$ cat config.mk
export PLATFORM = sky130hd
export DESIGN_NAME = hazard_forward_unit
export DESIGN_NICKNAME = d
export VERILOG_FILES = /design/src/rtl/hazard_forward_unit.sv
export SDC_FILE = /design/constraint.sdc
export NUM_CORES = 1
export LEC_CHECK = 0
export BUFFER_PORTS_ARGS = -buffer_cell sky130_fd_sc_hd__buf_4
export CAP_MARGIN = 10
export CORE_UTILIZATION = 45
export CTS_CLUSTER_DIAMETER = 40
export DETAILED_ROUTE_END_ITERATION = 6
export GPL_TIMING_DRIVEN = 0
export HOLD_SLACK_MARGIN = 0.03
export PLACE_DENSITY = 0.7
export SYNTH_ARGS = -nofsm -noshare
export SYNTH_HDL_FRONTEND = slang
export SYNTH_SLANG_ARGS = --single-unit
$ cat constraint.sdc
create_clock -name CLK -period 4.6 [get_ports CLK]
set_input_delay 0.69 -clock CLK [delete_from_list [all_inputs] [get_ports CLK]]
set_output_delay 0.69 -clock CLK [all_outputs]
set_load 0.01 [all_outputs]
$ cat src/rtl/hazard_forward_unit.sv
// Hazard detection and operand forwarding for an in-order pipeline.
// Tracks the destination of the last NUM_STAGES issued instructions and,
// for each decode source, picks the youngest in-flight producer. A load
// that is too young to forward raises a combinational stall.
module hazard_forward_unit #(
    parameter  int NUM_SRC    = 2,
    parameter  int NUM_STAGES = 3,
    parameter  int LOAD_LAT   = 1,
    localparam int SEL_W      = $clog2(NUM_STAGES + 1)
) (
    input  logic                     CLK,
    input  logic                     RESETN,
    input  logic                     ID_VALID,
    input  logic [NUM_SRC*5-1:0]     ID_RS,
    input  logic [NUM_SRC-1:0]       ID_RS_USED,
    input  logic [4:0]               ID_RD,
    input  logic                     ID_WEN,
    input  logic                     ID_IS_LOAD,
    input  logic                     HOLD,
    input  logic                     FLUSH,
    output logic                     STALL,
    output logic [NUM_SRC*SEL_W-1:0] FWD_SEL,
    output logic [15:0]              STALL_CNT
);

    // Tracker: index 0 is the instruction in EX, higher indices are older.
    logic [NUM_STAGES-1:0][4:0]  rd_q, rd_d;
    logic [NUM_STAGES-1:0]       wen_q, wen_d;
    logic [NUM_STAGES-1:0]       ld_q, ld_d;
    logic [NUM_SRC*SEL_W-1:0]    sel_q, sel_d;
    logic [15:0]                 cnt_q, cnt_d;

    logic [NUM_SRC*SEL_W-1:0]    next_sel;
    logic                        load_hit;
    logic                        bubble;

    // Per-source youngest-match search; scanning oldest to youngest lets the
    // youngest match overwrite any older one.
    always_comb begin
        next_sel = '0;
        load_hit = 1'b0;
        for (int i = 0; i < NUM_SRC; i++) begin
            for (int k = NUM_STAGES - 1; k >= 0; k--) begin
                if (ID_RS_USED[i] && wen_q[k] && (rd_q[k] != 5'd0) &&
                    (rd_q[k] == ID_RS[5*i +: 5])) begin
                    next_sel[SEL_W*i +: SEL_W] = SEL_W'(k + 1);
                    if ((k < LOAD_LAT) && ld_q[k]) begin
                        load_hit = 1'b1;
                    end
                end
            end
        end
    end

    assign STALL  = ID_VALID & ~FLUSH & load_hit;
    assign bubble = FLUSH | STALL;

    // Next tracker / select / counter state for advance, stall, flush and hold.
    always_comb begin
        rd_d  = rd_q;
        wen_d = wen_q;
        ld_d  = ld_q;
        sel_d = sel_q;
        cnt_d = cnt_q;
        if (!HOLD) begin
            for (int k = NUM_STAGES - 1; k > 0; k--) begin
                rd_d[k]  = rd_q[k-1];
                wen_d[k] = wen_q[k-1];
                ld_d[k]  = ld_q[k-1];
            end
            if (bubble) begin
                rd_d[0]  = 5'd0;
                wen_d[0] = 1'b0;
                ld_d[0]  = 1'b0;
                sel_d    = '0;
            end else begin
                rd_d[0]  = ID_RD;
                wen_d[0] = ID_WEN & ID_VALID;
                ld_d[0]  = ID_IS_LOAD & ID_VALID;
                sel_d    = ID_VALID ? next_sel : '0;
            end
            if (STALL && (cnt_q != 16'hFFFF)) begin
                cnt_d = cnt_q + 16'd1;
            end
        end else if (FLUSH) begin
            // Frozen pipe: only the squashed decode slot turns into a bubble.
            rd_d[0]  = 5'd0;
            wen_d[0] = 1'b0;
            ld_d[0]  = 1'b0;
            sel_d    = '0;
        end
    end

    // State registers with asynchronous clear to an empty pipeline.
    always_ff @(posedge CLK or negedge RESETN) begin
        if (!RESETN) begin
            rd_q  <= '0;
            wen_q <= '0;
            ld_q  <= '0;
            sel_q <= '0;
            cnt_q <= '0;
        end else begin
            rd_q  <= rd_d;
            wen_q <= wen_d;
            ld_q  <= ld_d;
            sel_q <= sel_d;
            cnt_q <= cnt_d;
        end
    end

    assign FWD_SEL   = sel_q;
    assign STALL_CNT = cnt_q;

endmodule

==> summary by stage <==
Run status
The run finished with clean final reports.

Drt
The iteration-0 DRC count of the detailed router is 74. The routed wire length per instance is around 15 um. For this block, the routed nets add up to roughly 4.4 mm of wire.

In the routed design, unresolved DRC markers number 0. The post-detailed-route count of antenna-violating nets is 0. After detailed routing, the number of vias per cell comes to approximately 5.4.

Before antenna repair, the detailed router went through 4 iterations. The via total after detailed routing is 1579.

Timing
In the final timing run, aggregate negative setup slack is 0 ns. The maximum clock frequency is approximately 360 MHz. After layout, the worst setup slack is roughly 1.8 ns. The final critical-path share of the clock period is roughly 61%. Setup repair after global routing left no endpoint under its margin. For the pin with the worst max-slew slack, the measured transition is approximately 0.81 ns.

The clock skew after layout is 0.00622 ns. The final period demand of the worst path is approximately 2.8 ns. The number of pins exceeding their max-slew limit in the final report was 0. The number of hold violations in the final report is 0.

The final-report setup violation count is 0. The remaining max-slew budget at the tightest pin is a little under half.

Worst setup path
In this run the critical register-to-register path is launched from rd_q[0]$_DFFE_PN0P_. The path length in cells of the critical path is 7. The critical-path cell with the highest stage delay is nor4_1. The endpoint of the worst setup timing path is STALL. The critical path is of the primary input to primary output type.

The buffering stage count on the worst path with inverters included is 2. STA classifies the critical path endpoint as a primary output. The critical path data arrival time is ~2.1 ns.

Along the worst path, the maximum fanout reaches 7. Grouping stages by cell kind, the critical path spends the most delay in simple AND/OR/NAND/NOR gates. For flop-to-flop paths, the worst setup slack is 2.41 ns. The worst setup path is launched from a primary input. Traced cell by cell, the critical path runs through buf_4 > xor2_1 > nor4_1 > nand3_1 > a21o_1 > nor3b_1 > buf_4. Counting stages on the worst path, the most repeated cell is buf_4. Measured in cells, the most critical reg-to-reg path has a length of 5. At the worst endpoint, the required time is between 3 and 4 ns. In this run the worst setup path begins at ID_RS[7]. On the worst path, the slowest cell contributes a delay of 0.30 ns.

The endpoint of the worst-slack reg-to-reg timing path is STALL_CNT[1]$_DFFE_PN0P_.

Synthesis
The commonest cells after synthesis are 39 x dfrtp_1, 24 x xor2_1, 21 x xnor2_1. The number of distinct standard cells referenced by the synthesized netlist is 38. The biggest area contributor in the post-synthesis netlist is dfrtp_1. During synthesis, Yosys emitted a total of 0 warnings. In this run the cell area of the synthesized design comes to about 0.0021 mm2. Synthesis produced a netlist whose cell count is between 150 and 200.

The share of flip-flops with an asynchronous set or reset is 100%. The net count of the mapped netlist is ~220. The per-instance average area after synthesis is 11.0 um2. Yosys mapped a number of flops with a built-in enable equal to 0.

The most common cell in the synthesized netlist is dfrtp_1. Among all flip-flop cells after synthesis, the most frequent one is dfrtp_1. Of the post-synthesis cell area, the dominant cell type holds between 40 and 50%.

Summing the sequential cell areas from Yosys gives a little under half of the chip area. By area the synthesized netlist is led by dfrtp_1 46%, xor2_1 10%, xnor2_1 8.7%. The synthesized design contains 39 register bits.

Layout
The post-synthesis to final-layout area growth is 22.2%. Fill cells in the final layout number 400. The final standard cell utilization of the core is around 58%. In the final layout, the share of cells above drive strength 1 is between 20% and 30%.

The number of cells in the finished layout apart from fillers is ~290. 0 antenna diodes ended up in the layout. For this run, the post-layout net count is ~270.

Clock network
The clock latency of the later-clocked register in the worst-skew pair is 0.29 ns. The number of post-CTS setup repair buffers is 0. TritonCTS built the clock tree. The clock transition time at the flip-flop clock pins of the worst setup and hold paths is 0.07 ns. In this run, post-CTS hold repair placed 0 buffers. The count of instances resized after the clock tree is built is 0.

The clock net in this run drives a total of 39 sinks. CTS placed an instance of clkbuf_8 at the clock tree root. The TritonCTS buffer count is 5. The deepest clock path buffer count is 2.

In this run the number of H-tree levels came out at 2.

Global routing
The first global-routing pass estimated a little under 8 mm of wire. The number of antenna violations at the first check in global routing is 0. Global routing finished with a remaining overflow of 0. Entering global routing, the biggest net connects 40 pins.

Global routing used between 20% and 30% of the available tracks across all layers. The via count of the first global-routing pass is between 1500 and 2000.

Floorplanning
The die area is about 0.005 mm2. The boundary pin count is 45. From bottom edge to top edge, the die measures 70.4 um. The floorplan has 24 rows. For this configuration, the core starts out at a cell density of between 40% and 50%. After floorplanning, the core was sized to cover around 0.0044 mm2. Measured along the x axis, the die boundary spans between 70 and 80 um.

Power and ir drop
The worst-case IR drop observed on VDD is 147 uV. The share of total power in sequential cells is around 56%. In this run switching power makes up 24.9% of total power.

The static leakage is approximately 1.2 nW. In this run the power density over the cells is about 260 mW/mm2. The clock network burns a little under a third of the power. The analysis attributes to net switching a power of roughly 0.17 mW. The internal power of the cells totals 0.505 mW.

The share of total power dissipated in combinational logic is between 10% and 20%.

Place
The number of cells in the design after placement is 287. During placement, the flow inserted port buffers numbering between 40 and 50. The pre-CTS setup slack is approximately 1.8 ns. The final estimated routing congestion in global placement is 0.856.

The detailed placer's ending HPWL is approximately 3.4 mm.

Run
The number of max-cap violations is 0.

Min path
In this run the worst hold path is classified as primary input to asynchronous set/reset pin.
-- worst min path at each step --
| stage | to | cells past startpoint | slack (ns) |
|---|---|---|---|
| 2_1_floorplan | FWD_SEL[0]$_DFFE_PN0P_ | 0 | 0.39 |
| 3_3_place_gp | FWD_SEL[3]$_DFFE_PN0P_ | 2 | 0.47 |
| 3_5_place_dp | FWD_SEL[0]$_DFFE_PN0P_ | 2 | 0.48 |
| 4_1_cts | rd_q[12]$_DFFE_PN0N_ | 1 | 0.37 |
| 5_1_grt | rd_q[12]$_DFFE_PN0N_ | 1 | 0.39 |
| 6_report | rd_q[12]$_DFFE_PN0N_ | 1 | 0.36 |
-- registers in the layout, indices dropped and copies added, names as in the netlist --
| register | flops |
|---|---|
| STALL_CNT | 16 |
| wen_q | 3 |
| FWD_SEL | 4 |
| rd_q | 15 |
| ld_q | 1 |
-- layer usage --
| metal | vias up | share of wire, % | global-route usage [%] |
|---|---|---|---|
| met4 | 0 | 1.6 | 7.33 |
| met3 | 7 | 4.1 | 5.34 |
| met1 | 759 | 49 | 28.4 |
| met2 | 29 | 46 | 30.8 |
| met5 | - | 0 | 0 |
| li1 | 784 | - | - |
-- per-stage QoR --
step	power [mW]	hold WS, ns	instance area [um2]
final	0.673	0.356	2580
after global routing	0.709	0.387	2580
after CTS	0.681	0.373	2580
after global placement	0.468	0.471	2500
after floorplan	0.427	0.394	2110
after detailed placement	0.470	0.481	2500
-- worst reg2reg max path: cells and delay by family (launching register included) --
family | cells | cell delay (ns)
AO/OA/AOI/OAI | 2 | 0.59
AND/OR/NAND/NOR | 1 | 0.59
flip-flops | 1 | 0.44
multiplexers | 1 | 0.30
buffers and inverters | 1 | 0.16
-- power by group through the flow --
stage	Sequential [mW]	Clock, mW	Combinational, mW
global route	0.376	0.235	0.0987
finish	0.374	0.210	0.0892
CTS	0.374	0.218	0.0902
global placement	0.380	0	0.0885
detailed placement	0.380	0	0.0897
floorplan	0.375	0	0.0524
-- cells by family after synthesis --
group           share of synthesized area (%)
compound gates                           8.07
xor+xnor                                 18.7
fa+ha+maj                               0.593
buf+inv                                  1.07
flops                                    46.3
mux                                      7.12
simple gates                             18.2
-- cell usage in the layout, fill, tap and decap left out, drive strengths merged, types with 4 or more instances in the layout --
cell type / count
a22o: 4
nor2: 8
o21ai: 6
dfrtp: 39
buf: 45
xor2: 24
mux2: 13
nor4: 4
nand4: 6
nor3: 8
xnor2: 21
clkbuf: 8
a32o: 5
and3: 4
nand2: 11
nand3: 9
-- cell type report --
type	instances	area, um2	area share [%]
clock buffers	6	72.6	2.82
plain buffers	3	18.8	0.729
multi-input cells	148	1110	43.1
repair buffers	44	330	12.8
well taps	52	65.1	2.53
flip-flops and latches	39	976	37.9
inverters	1	3.75	0.146
Power figures use the tool's default switching activity.
